## src/rtl/sipo_dbuf.sv

```systemverilog
// Serial-in / parallel-out converter with two ping-pong vector banks.
// A vector closes on its last slot or on last_i. It is presented the cycle after it closes.
module sipo_dbuf #(
    parameter int width_p = 8,
    parameter int depth_p = 8
) (
    input  logic                         clk_i,
    input  logic                         reset_i,
    input  logic                         valid_i,
    output logic                         ready_o,
    input  logic [width_p-1:0]           data_i,
    input  logic                         last_i,
    output logic                         valid_o,
    input  logic                         ready_i,
    output logic [width_p*depth_p-1:0]   data_o,
    output logic [$clog2(depth_p+1)-1:0] count_o
);

    localparam int ptr_w = $clog2(depth_p);
    localparam int cnt_w = $clog2(depth_p + 1);
    localparam logic [ptr_w-1:0] last_ptr = ptr_w'(depth_p - 1);

    typedef enum logic [1:0] {
        EMPTY,
        FILLING,
        FULL
    } bank_state_t;

    bank_state_t          r_state     [2];
    bank_state_t          w_state_nxt [2];
    logic [cnt_w-1:0]     r_cnt       [2];
    logic [width_p-1:0]   r_mem       [2][depth_p];
    logic [ptr_w-1:0]     r_wr_ptr;
    logic                 r_fill_sel;
    logic                 r_rd_sel;

    logic                       w_ready;
    logic                       w_valid;
    logic                       w_accept;
    logic                       w_close;
    logic                       w_pop;
    logic [width_p*depth_p-1:0] w_data;
    logic [cnt_w-1:0]           w_count;

    // ready_o looks only at registered bank state, so it has no path from ready_i or valid_i.
    assign w_ready  = !(r_state[0] == FULL && r_state[1] == FULL);
    assign w_valid  = (r_state[r_rd_sel] == FULL);
    assign w_accept = valid_i && w_ready;
    assign w_close  = w_accept && ((r_wr_ptr == last_ptr) || last_i);
    assign w_pop    = w_valid && ready_i;

    // NOTE: sequential state uses non-blocking assignments so every flop samples pre-edge values.
    always_ff @(posedge clk_i or posedge reset_i) begin
        if (reset_i) begin
            r_state[0] <= EMPTY;
            r_state[1] <= EMPTY;
        end else begin
            r_state[0] <= w_state_nxt[0];
            r_state[1] <= w_state_nxt[1];
        end
    end

    // The fill bank is never FULL while accepting, so a close and a pop always hit different banks.
    always_comb begin
        // NOTE: defaults first so every path assigns and no latch is inferred.
        w_state_nxt[0] = r_state[0];
        w_state_nxt[1] = r_state[1];
        if (w_accept) begin
            w_state_nxt[r_fill_sel] = w_close ? FULL : FILLING;
        end
        if (w_pop) begin
            w_state_nxt[r_rd_sel] = EMPTY;
        end
    end

    always_ff @(posedge clk_i or posedge reset_i) begin
        if (reset_i) begin
            r_wr_ptr   <= '0;
            r_fill_sel <= 1'b0;
            r_rd_sel   <= 1'b0;
            r_cnt[0]   <= '0;
            r_cnt[1]   <= '0;
        end else begin
            if (w_accept) begin
                if (w_close) begin
                    r_cnt[r_fill_sel] <= cnt_w'(r_wr_ptr) + cnt_w'(1);
                    r_wr_ptr          <= '0;
                    r_fill_sel        <= ~r_fill_sel;
                end else begin
                    r_wr_ptr <= r_wr_ptr + 1'b1;
                end
            end
            if (w_pop) begin
                r_rd_sel <= ~r_rd_sel;
            end
        end
    end

    // NOTE: element storage has no reset; stale slots are masked by count and valid on the output.
    always_ff @(posedge clk_i) begin
        if (w_accept) begin
            r_mem[r_fill_sel][r_wr_ptr] <= data_i;
        end
    end

    always_comb begin
        w_data  = '0;
        w_count = '0;
        if (w_valid) begin
            w_count = r_cnt[r_rd_sel];
            for (int k = 0; k < depth_p; k++) begin
                if (k < int'(r_cnt[r_rd_sel])) begin
                    w_data[k*width_p +: width_p] = r_mem[r_rd_sel][k];
                end
            end
        end
    end

    assign ready_o = w_ready;
    assign valid_o = w_valid;
    assign data_o  = w_data;
    assign count_o = w_count;

endmodule

```

## config.mk

```make
export PLATFORM = sky130hd
export DESIGN_NAME = sipo_dbuf
export DESIGN_NICKNAME = d
export VERILOG_FILES = /design/src/rtl/sipo_dbuf.sv
export SDC_FILE = /design/constraint.sdc
export NUM_CORES = 1
export LEC_CHECK = 0
export BUFFER_PORTS_ARGS = -buffer_cell sky130_fd_sc_hd__clkbuf_2
export CELL_PAD_IN_SITES_DETAIL_PLACEMENT = 1
export CELL_PAD_IN_SITES_GLOBAL_PLACEMENT = 1
export CORE_AREA = 2 2 125 115
export CTS_CLUSTER_SIZE = 12
export DETAILED_ROUTE_END_ITERATION = 8
export DIE_AREA = 0 0 127 117
export PLACE_DENSITY_LB_ADDON = 0.1
export SLEW_MARGIN = 20
export SYNTH_ARGS = -nofsm -noshare
export SYNTH_HDL_FRONTEND = slang
export SYNTH_SLANG_ARGS = --single-unit
```

## constraint.sdc

```tcl
create_clock -name clk_i -period 4.8 [get_ports clk_i]
set_input_delay 0 -clock clk_i [delete_from_list [all_inputs] [get_ports clk_i]]
set_output_delay 0 -clock clk_i [all_outputs]
set_load 0.05 [all_outputs]
```

==> flow_summary.json <==
{
  "holdPathStages": 4,
  "async_flop_share": 0.117,
  "clk_latency_ps": 420,
  "fp.dieArea_um2": 14900,
  "synth-main-ff-cell": "edfxtp_1",
  "dpl_cell_area_um2": 6590,
  "num_antenna_cells": 0,
  "io_buffers": 82,
  "p_leak_nw": 2.95,
  "r2r-start": "r_wr_ptr[0]$_DFFE_PP0N_",
  "utilization": 0.530,
  "rsz0062_at_grt": "false",
  "avgSynthCellArea_um2": 15.1,
  "cts_tree": "built",
  "seq_area_frac_synth": 0.710,
  "setup_tns_ps": 0,
  "dp_hpwl_um": 8650,
  "ant_nets": 0,
  "finalMaxSlewViolations": 0,
  "cp_max_fo": 50,
  "post-synth-top-area-cell": "edfxtp_1",
  "num_rows": 41,
  "layout_min_cycle_time_ps": 3280,
  "clock_path_buffers": 2,
  "synthesis.area_um2": 6020,
  "synth_seq_cells": 145,
  "path_class": "reg2out",
  "vias_per_cell": 5.37,
  "synth_edf_count": 128,
  "synth_nets": 414,
  "h-tree-depth": 4,
  "final_cell_area_um2": 7240,
  "min_to": "r_fill_sel$_DFFE_PP0P_",
  "synth.area.top_cells": "edfxtp_1 64%, mux2i_1 12%, dfrtp_1 7.1%",
  "drive_gt1_frac": 0.266,
  "cts-resized-gates": 0,
  "grt_pass1_wl_um": 21400,
  "antenna_found_initial": 0,
  "post-route-period-util": 0.683,
  "peakVddDrop_v": 0.000281,
  "wl_per_cell_um": 20.4,
  "powerDensity_nw_per_um2": 586,
  "io_pins": 83,
  "hold_viol": 0,
  "rr_endpoint": "r_state[1]$_DFF_PP0_",
  "syn_inst": 399,
  "drv_cap": 0,
  "cp-end-kind": "output port",
  "drt-pass1-iter-count": 6,
  "die_h_um": 117,
  "fp.coreArea_um2": 13600,
  "crit_arrival_ps": 3280,
  "outcome": "complete, no violations",
  "gr-usage-all-layers": 0.196,
  "holdWs_ps": 31.4,
  "reg2reg_setup_slack_ps": 2310,
  "grt_max_degree": 51,
  "finClkSkew_ps": 7.79,
  "area_growth_pct": 20.3,
  "fin_nets": 505,
  "hold_start": "last_i",
  "max_slew_margin": 0.440,
  "startpoint_type": "flop",
  "tightest_slew_ps": 840,
  "drt_iter0_markers": 159,
  "critPathRequiredTime_ps": 4800,
  "netlist.area_leader.share": 0.639,
  "yosys_warnings": 0,
  "setup_viol": 0,
  "routed_wl_um": 13700,
  "grt-ovfl-total": 0,
  "ys_types": 48,
  "hp-class": "in2reg",
  "drc": 0,
  "die-width_um": 127,
  "cts.reportedPaths.clkPinSlew_ps": 60,
  "initial_core_util": 0.441,
  "numCtsBuffers": 17,
  "fmax_mhz": 305,
  "reg2reg_depth": 6,
  "grt_pass1_vias": 3758,
  "vias": 3628,
  "gp_congestion": 0.753,
  "power_mw": 4.24,
  "root_buffer": "clkbuf_16",
  "cts_sinks": 145
}
-- flip-flops by register name, summed over array words and instances, names as in the netlist --
register	count
r_wr_ptr	3
r_fill_sel	1
r_mem	128
r_cnt	8
r_rd_sel	1
r_state	4
-- synth_stat cells (2+ instances only) --
master and count:
o311a_1 2, nand4_1 2, mux2i_1 70, o221ai_1 2, buf_4 4, buf_2 10, nand2b_1 4, nor3_1 38
edfxtp_1 128, o21ai_0 4, dfrtp_1 17, nand3_1 2, nand3b_1 2, clkbuf_1 5, ha_1 2, a31oi_1 2
nand2_1 4, a21oi_1 2, o2bb2a_1 2, mux2_2 7, nor2_1 50, nor4_1 2, inv_1 9, a211oi_1 2
o211ai_1 3, or2_2 2
-- power by group --
| part | leakage, nW | internal, mW | switching (mW) |
|---|---|---|---|
| clock | 0.296 | 0.855 | 0.486 |
| combinational | 1.28 | 0.385 | 0.796 |
| sequential | 1.37 | 1.51 | 0.211 |
| total | 2.95 | 2.75 | 1.49 |
-- stage by stage --
| stage | setup WS, ps | std cells |
|---|---|---|
| CTS | 1500 | 675 |
| floorplan | 2390 | 399 |
| detailed placement | 1980 | 639 |
| finish | 1520 | 675 |
| global placement | 2020 | 639 |
| global route | 1370 | 675 |
-- critical path: stages, from the launching register on --
cell and delay [ps]:
dfrtp_4 980, buf_4 590, or3_1 230, o2bb2a_1 320, nor3_1 350, clkbuf_2 350
-- cell type report --
| type | instances | area, µm² |
|---|---|---|
| Clock buffer | 17 | 425 |
| Fill cell | 1343 | 6410 |
| Tap cell | 172 | 215 |
| Multi-Input combinational cell | 225 | 1630 |
| Inverter | 10 | 37.5 |
| Sequential cell | 145 | 4270 |
| Timing Repair Buffer | 91 | 488 |
| Clock inverter | 15 | 173 |
-- cells by family (layout without fill, tap and decap cells) --
group	count (synthesis)	count (layout)	share of synthesized area
AO/OA/AOI/OAI	26	26	0.0327
AND/OR/NAND/NOR	120	120	0.101
adder cells (fa/ha/maj)	2	2	0.00416
flip-flops	145	145	0.710
buffers and inverters	29	133	0.0227
multiplexers	77	77	0.130
-- metal layers --
metal  vias to the layer above  GRT usage  share of wire
met3                        15     0.0391          0.034
met1                      1824      0.257           0.46
met4                         0     0.0733          0.014
met2                        84      0.329           0.49
li1                       1705          -              -
met5                         -          0              0
-- cells in the final DEF, fill, tap and decap left out, types with 3 or more instances in the layout --
master / instances
clkinv_1: 5
nor2_1: 50
o21ai_0: 4
clkinv_2: 6
clkbuf_2: 82
clkbuf_16: 17
nor3_1: 35
nand2b_1: 4
nor3_2: 3
buf_4: 5
o211ai_1: 3
edfxtp_1: 128
inv_1: 9
mux2i_1: 70
bufinv_16: 4
mux2_2: 7
dlygate4sd3_1: 4
nand2_1: 4
dfrtp_1: 16
-- repair_timing --
action                                 CTS  global route
endpoints found under the hold margin   21             0
setup buffers                            0             0
hold buffers                             4             0
-- worst max path at each step --
stage / startpoint / endpoint / slack (ps) / depth (start not counted)
final: r_rd_sel$_DFFE_PP0N_ / data_o[6] / 1520 / 5
after global routing: r_rd_sel$_DFFE_PP0N_ / data_o[6] / 1370 / 5
after CTS: r_rd_sel$_DFFE_PP0N_ / data_o[6] / 1500 / 5
after detailed placement: r_rd_sel$_DFFE_PP0N_ / data_o[6] / 1980 / 5
after global placement: r_rd_sel$_DFFE_PP0N_ / data_o[6] / 2020 / 5
after floorplan: r_state[3]$_DFF_PP0_ / r_mem[0][56]$_DFFE_PP_ / 2390 / 4
(Power assumes the default switching activity.)
